## config.mk

```make
export PLATFORM = sky130hd
export DESIGN_NAME = dvs_event_extract
export DESIGN_NICKNAME = d
export VERILOG_FILES = /design/src/rtl/dvs_pkg.sv /design/src/rtl/dvs_evt_fifo.sv /design/src/rtl/dvs_event_extract.sv
export SDC_FILE = /design/constraint.sdc
export NUM_CORES = 1
export LEC_CHECK = 0
export CORE_MARGIN = 8
export CORE_UTILIZATION = 60
export CTS_BUF_LIST = sky130_fd_sc_hd__clkbuf_16
export CTS_CLUSTER_DIAMETER = 50
export DETAILED_ROUTE_END_ITERATION = 16
export HOLD_SLACK_MARGIN = 0.02
export PLACE_DENSITY_LB_ADDON = 0.15
export SETUP_SLACK_MARGIN = 0.4
export SLEW_MARGIN = 0
export SYNTH_ARGS = -nofsm -noshare
export SYNTH_HDL_FRONTEND = slang
export SYNTH_SLANG_ARGS = --single-unit
export TNS_END_PERCENT = 1
```

## constraint.sdc

```tcl
create_clock -name pclk -period 5.8 [get_ports pclk]
set_input_delay 1.16 -clock pclk [delete_from_list [all_inputs] [get_ports pclk]]
set_output_delay 1.16 -clock pclk [all_outputs]
set_load 0.005 [all_outputs]
```

## src/rtl/dvs_pkg.sv

```systemverilog
// Shared types and constants for the DVS address-event extractor.
package dvs_pkg;

  // Frame geometry
  localparam int ROW_PIXELS       = 128;
  localparam int ROWS_PER_BLOCK   = 32;
  localparam int WORDS_PER_ROW    = 64;
  localparam int BLOCK_WORDS      = 2048;
  localparam int BLOCKS_PER_FRAME = 4;
  localparam int FIFO_DEPTH       = 16;

  localparam int ADDR_W  = $clog2(BLOCK_WORDS);
  localparam int COORD_W = $clog2(ROW_PIXELS);

  // Event word layout: {pol, y, x}
  localparam int EVT_W       = 1 + 2 * COORD_W;
  localparam int EVT_POL_BIT = 14;
  localparam int EVT_Y_LSB   = 7;
  localparam int EVT_X_LSB   = 0;

  // Colour field positions inside a BRAM word (high pixel, low pixel)
  localparam int COL0_LSB = 22;
  localparam int COL1_LSB = 6;

  localparam logic [1:0] COL_NONE = 2'b00;
  localparam logic [1:0] COL_POS  = 2'b01;
  localparam logic [1:0] COL_NEG  = 2'b10;
  localparam logic [1:0] COL_BAD  = 2'b11;

  typedef enum logic [2:0] {
    IDLE,
    RD_ADDR,
    RD_DATA,
    PUSH_HI,
    PUSH_LO
  } state_e;

  function automatic logic is_event(input logic [1:0] col);
    return (col == COL_POS) || (col == COL_NEG);
  endfunction

endpackage

```

## src/rtl/dvs_evt_fifo.sv

```systemverilog
// First-word fall-through event FIFO; data_o reads as zero while empty.
module dvs_evt_fifo
  import dvs_pkg::*;
#(
  parameter int WIDTH = EVT_W,
  parameter int DEPTH = FIFO_DEPTH
) (
  input  logic             clk_i,
  input  logic             rst_i,
  input  logic             push_i,
  input  logic [WIDTH-1:0] data_i,
  input  logic             pop_i,
  output logic [WIDTH-1:0] data_o,
  output logic             full_o,
  output logic             empty_o
);

  localparam int PW = $clog2(DEPTH);

  logic [WIDTH-1:0] mem_q [DEPTH];
  logic [PW:0]      wr_q, wr_d;
  logic [PW:0]      rd_q, rd_d;
  logic             do_push, do_pop;

  assign empty_o = (wr_q == rd_q);
  assign full_o  = (wr_q[PW] != rd_q[PW]) && (wr_q[PW-1:0] == rd_q[PW-1:0]);
  assign do_pop  = pop_i & ~empty_o;
  assign do_push = push_i & (~full_o | do_pop);
  assign data_o  = empty_o ? '0 : mem_q[rd_q[PW-1:0]];

  // Pointer advance; the extra MSB distinguishes full from empty.
  always_comb begin
    wr_d = wr_q + (PW+1)'(do_push);
    rd_d = rd_q + (PW+1)'(do_pop);
  end

  // Pointer registers.
  always_ff @(posedge clk_i) begin
    if (rst_i) begin
      wr_q <= '0;
      rd_q <= '0;
    end else begin
      wr_q <= wr_d;
      rd_q <= rd_d;
    end
  end

  // Storage write; contents need no reset since empty masks the output.
  always_ff @(posedge clk_i) begin
    if (do_push) mem_q[wr_q[PW-1:0]] <= data_i;
  end

endmodule

```

## src/rtl/dvs_event_extract.sv

```systemverilog
// Scans a 32x128 change-detection block from BRAM and emits address-events.
//
//  state   | meaning
//  IDLE    | waiting for block-ready edge
//  RD_ADDR | bram_en high, address presented
//  RD_DATA | BRAM data valid, colour fields captured
//  PUSH_HI | emit event for even pixel (stalls while FIFO full)
//  PUSH_LO | emit event for odd pixel, then next word or block done
module dvs_event_extract
  import dvs_pkg::*;
(
  input  logic              pclk,
  input  logic              reset,
  input  logic              new_frame,
  input  logic              write_new_line,
  output logic [31:0]       bram_addr,
  output logic              bram_clk,
  output logic              bram_en,
  output logic [3:0]        bram_we,
  output logic [31:0]       bram_wrdata,
  output logic              bram_rst,
  input  logic [31:0]       bram_rddata,
  output logic              evt_valid,
  input  logic              evt_ready,
  output logic [EVT_W-1:0]  evt_data,
  output logic              busy,
  output logic              overrun,
  output logic [15:0]       bad_colour_cnt
);

  localparam logic [2:0]        BLK_DONE  = 3'(BLOCKS_PER_FRAME);
  localparam logic [ADDR_W-1:0] LAST_ADDR = ADDR_W'(BLOCK_WORDS - 1);

  state_e            state_q, state_d;
  logic [ADDR_W-1:0] addr_q, addr_d;
  logic [2:0]        blk_q, blk_d;
  logic [3:0]        col_q, col_d;
  logic              overrun_q, overrun_d;
  logic [15:0]       bad_q, bad_d;
  logic              wnl_q;

  logic              trigger, in_push, lo_half, evt_now, stall, push;
  logic [1:0]        cur_col;
  logic [EVT_W-1:0]  push_data;
  logic              fifo_full, fifo_empty;
  logic              unused_rddata;

  assign trigger   = write_new_line & ~wnl_q;
  assign in_push   = (state_q == PUSH_HI) || (state_q == PUSH_LO);
  assign lo_half   = (state_q == PUSH_LO);
  assign cur_col   = lo_half ? col_q[1:0] : col_q[3:2];
  assign evt_now   = in_push & is_event(cur_col);
  assign stall     = evt_now & fifo_full;
  assign push      = evt_now & ~fifo_full & ~new_frame;
  // y = blk*32 + row, x = 2*word_in_row + half
  assign push_data = {cur_col == COL_POS, blk_q[1:0], addr_q[ADDR_W-1:6], addr_q[5:0], lo_half};

  // Next-state, address, block and status logic.
  always_comb begin
    state_d   = state_q;
    addr_d    = addr_q;
    blk_d     = blk_q;
    col_d     = col_q;
    overrun_d = overrun_q;
    bad_d     = bad_q;

    case (state_q)
      IDLE: begin
        if (trigger && (blk_q < BLK_DONE)) begin
          state_d = RD_ADDR;
          addr_d  = '0;
        end
      end
      RD_ADDR: state_d = RD_DATA;
      RD_DATA: begin
        col_d   = {bram_rddata[COL0_LSB +: 2], bram_rddata[COL1_LSB +: 2]};
        state_d = PUSH_HI;
      end
      PUSH_HI: begin
        if (!stall) state_d = PUSH_LO;
      end
      PUSH_LO: begin
        if (!stall) begin
          if (addr_q == LAST_ADDR) begin
            if (blk_q < BLK_DONE) blk_d = blk_q + 3'd1;
            state_d = IDLE;
          end else begin
            addr_d  = addr_q + 1'b1;
            state_d = RD_ADDR;
          end
        end
      end
      default: state_d = IDLE;
    endcase

    // A bad code is never an event, so each PUSH state counts it once.
    if (in_push && (cur_col == COL_BAD) && (bad_q != 16'hFFFF)) bad_d = bad_q + 16'd1;

    if (trigger && ((state_q != IDLE) || (blk_q >= BLK_DONE))) overrun_d = 1'b1;

    if (new_frame) begin
      state_d   = IDLE;
      addr_d    = '0;
      blk_d     = '0;
      overrun_d = 1'b0;
      bad_d     = '0;
    end
  end

  // State and datapath registers.
  always_ff @(posedge pclk) begin
    if (reset) begin
      state_q   <= IDLE;
      addr_q    <= '0;
      blk_q     <= '0;
      col_q     <= '0;
      overrun_q <= 1'b0;
      bad_q     <= '0;
      wnl_q     <= 1'b0;
    end else begin
      state_q   <= state_d;
      addr_q    <= addr_d;
      blk_q     <= blk_d;
      col_q     <= col_d;
      overrun_q <= overrun_d;
      bad_q     <= bad_d;
      wnl_q     <= write_new_line;
    end
  end

  dvs_evt_fifo #(
    .WIDTH (EVT_W),
    .DEPTH (FIFO_DEPTH)
  ) u_fifo (
    .clk_i   (pclk),
    .rst_i   (reset),
    .push_i  (push),
    .data_i  (push_data),
    .pop_i   (evt_ready),
    .data_o  (evt_data),
    .full_o  (fifo_full),
    .empty_o (fifo_empty)
  );

  assign evt_valid      = ~fifo_empty;
  assign bram_addr      = {{(32-ADDR_W){1'b0}}, addr_q};
  assign bram_clk       = pclk;
  assign bram_rst       = reset;
  assign bram_en        = (state_q == RD_ADDR);
  assign bram_we        = '0;
  assign bram_wrdata    = '0;
  assign busy           = (state_q != IDLE);
  assign overrun        = overrun_q;
  assign bad_colour_cnt = bad_q;

  // Reference and pixel-value fields are not needed for event extraction.
  assign unused_rddata = ^{bram_rddata[31:24], bram_rddata[21:8], bram_rddata[5:0]};

endmodule

```

==> flow_summary.json <==
{
  "finalHoldViolCount": 0,
  "max_cap_violations": 0,
  "rr_endpoint": "u_fifo.mem_q[14][14]$_DFFE_PP_",
  "final_cell_mix": "edfxtp_1, mux4_2, conb_1",
  "worst_slew_pin_slew_ps": 925,
  "synthAdderAreaFrac": 0.00920,
  "die_height_um": 159,
  "grt_usage": 0.201,
  "syn_area_per_cell_sq_um": 16.6,
  "dpl_cell_area_sq_mm": 0.0129,
  "status": "finished clean",
  "p_leak_nw": 4.72,
  "drc_errors": 0,
  "finalInstanceArea_sq_mm": 0.0138,
  "synthCells": 739,
  "antenna-diode-count": 0,
  "cts_setup_buffers": 0,
  "drv_slew": 0,
  "synth_top_family_by_area": "multiplexers",
  "wl_per_cell_um": 23.3,
  "r2r-start": "state_q[1]$_SDFFE_PP0P_",
  "grt_pass1_wl_um": 38800,
  "final_cells": 1099,
  "reg2reg_slack_ps": 2410,
  "die_area_sq_mm": 0.0252,
  "dp.cells": 1043,
  "max_slew_margin": 0.381,
  "synthMuxAreaShare": 0.145,
  "dr.pass1.iters": 7,
  "hold_path_end": "overrun$_SDFFE_PP0P_",
  "initial_core_util": 0.609,
  "synth_compound_area_frac": 0.0309,
  "drive_gt1_frac": 0.195,
  "finClkSkew_ps": 14.2,
  "ant_nets": 0,
  "whs_path_depth": 2,
  "peakVddDrop_mv": 0.256,
  "numPortBuffers": 56,
  "final.setup.tns_ps": 0,
  "hp-class": "register to register",
  "path_common_cell": "clkbuf_16",
  "areaGrowthSynthToFinish_pct": 12.8,
  "cp-end-kind": "output port",
  "synth_xor_area_frac": 0.0129,
  "synth.distinct_cells": 56,
  "grt_pass1_vias": 6848,
  "via_count": 6583,
  "detailed_place_hpwl_um": 15200,
  "worstPathArrival_ps": 3580,
  "cts_tree": "done",
  "yosys_register_bits": 289,
  "ys_seq_area_frac": 0.669,
  "clk_latency_ps": 650,
  "rsz0062_at_grt": "false",
  "synth_warnings": 0,
  "rr_worst_depth": 11,
  "worstPathMaxFanout": 2,
  "synthFlopType": "edfxtp_1",
  "cts_hold_buf": 0,
  "place_congestion": 0.855,
  "fp-row-count": 52,
  "crit_chain": "clkbuf_16 > clkbuf_16 > clkdlybuf4s50_1",
  "cts_resized": 0,
  "grt_max_degree": 36,
  "synthSimpleGateAreaFrac": 0.0730,
  "antenna_found_initial": 0,
  "setup_viol": 0,
  "startpoint_type": "clock port",
  "grt.overflow.total": 0,
  "core_sq_mm": 0.0201,
  "viasPerCell": 5.99,
  "nets": 853,
  "boundaryPins": 142,
  "postSynth.asyncResetShare": 0,
  "cp.required_ps": 4640,
  "min_from": "overrun$_SDFFE_PP0P_",
  "n_fill_cell": 1321,
  "synth_area_sq_mm": 0.0122,
  "powerDensity_mw_per_mm2": 294,
  "layout_commonest_cell": "edfxtp_1",
  "path_class": "clock port to output port",
  "path_clk_slew_ps": 60,
  "die_width_um": 159,
  "cp_slowest_cell": "clkdlybuf4s50_1",
  "drt_iter0_drc": 619,
  "wirelength_um": 25600,
  "synth_edf_count": 240,
  "cpPeakStageDelay_ps": 430
}
## flip-flops by register name, summed over array words and instances (netlist names), 3 cells and up
signal          flops
u_fifo.wr_q         5
addr_q             11
u_fifo.rd_q         5
u_fifo.mem_q      240
bad_colour_cnt     16
col_q               4
state_q             3
blk_q               3
## how the worst max path moves through the flow
stage,start,endpoint,slack (ps),depth (start not counted)
floorplan,pclk,bram_clk,1630,1
detailed placement,pclk,bram_clk,1330,1
global route,u_fifo.rd_q[0]$_SDFF_PP0_,evt_data[13],980,5
global placement,pclk,bram_clk,1330,1
CTS,pclk,bram_clk,1050,3
finish,pclk,bram_clk,1060,3
## synth_stat cells (2+ instances only)
cell / number / area (sq um)
and2_1: 2 / 12.5
nor2b_1: 24 / 150
nor3b_1: 4 / 30.0
nand2_1: 36 / 135
buf_4: 78 / 586
or4_1: 4 / 30.0
nand3b_1: 2 / 15.0
o21ai_0: 8 / 40.0
clkbuf_1: 11 / 41.3
a32oi_1: 4 / 35.0
o31ai_1: 2 / 15.0
edfxtp_1: 240 / 7210
o221a_2: 2 / 22.5
o211ai_1: 2 / 15.0
a31oi_1: 5 / 31.3
mux4_2: 75 / 1690
nor2_1: 48 / 180
nand2b_1: 3 / 18.8
mux2i_1: 8 / 80.1
buf_6: 2 / 22.5
buf_2: 7 / 35.0
a211oi_1: 5 / 37.5
nand3_1: 20 / 100
dfxtp_1: 49 / 981
nor3_1: 14 / 70.1
o311ai_0: 4 / 35.0
buf_1: 5 / 18.8
a31o_2: 2 / 17.5
ha_1: 9 / 113
or3_1: 4 / 25.0
xnor2_1: 12 / 105
a21oi_1: 7 / 35.0
nand4_1: 5 / 31.3
inv_1: 8 / 30.0
or2_2: 2 / 12.5
xor2_1: 6 / 52.6
## layer usage
layer	share of wire	track usage
met3	0.076	0.0408
met5	0	0
met4	0.038	0.0870
met1	0.39	0.256
met2	0.49	0.331
## cell families (layout without fill, tap and decap cells)
family / Yosys count / after routing
xor gates and xnor gates: 18 / 18
other: 1 / 57
muxes: 83 / 83
AOI/OAI and AO/OA: 51 / 51
and+or+nand+nor: 176 / 176
DFF: 289 / 289
buffers and inverters: 112 / 146
adders and majority gates: 9 / 9
## area by class of cell
cell class                 count  area (sq um)  area share
timing repair buffer          80           751      0.0544
inverter                       9          33.8     0.00245
clock inverter                23           113     0.00816
tap                          270           338      0.0245
sequential                   289          8190       0.594
clock buffer                  34           836      0.0606
multi-input combinational    394          3540       0.256
## power breakdown
| part | leakage (nW) | switching (W) | internal, W |
|---|---|---|---|
| clock | 0.501 | 0.000755 | 0.00103 |
| sequential | 2.79 | 0.00000313 | 0.00222 |
| combinational | 1.43 | 0.0000289 | 0.0000167 |
| total | 4.72 | 0.000787 | 0.00327 |
## critical path: cells and delay by family
| kind | cells | cell delay [ps] |
|---|---|---|
| buffers and inverters | 3 | 670 |
## through the flow
step | power, W | worst slack [ps] | hold WS (ps) | utilization
after global routing | 0.00417 | 982 | 524 | 0.687
after detailed placement | 0.00232 | 1330 | 466 | 0.640
after floorplan | 0.00233 | 1630 | 460 | -
after CTS | 0.00409 | 1050 | 485 | 0.687
after global placement | 0.00232 | 1330 | 461 | 0.640
final | 0.00405 | 1060 | 481 | 0.687
No activity file was read; power rests on OpenSTA's default activity.
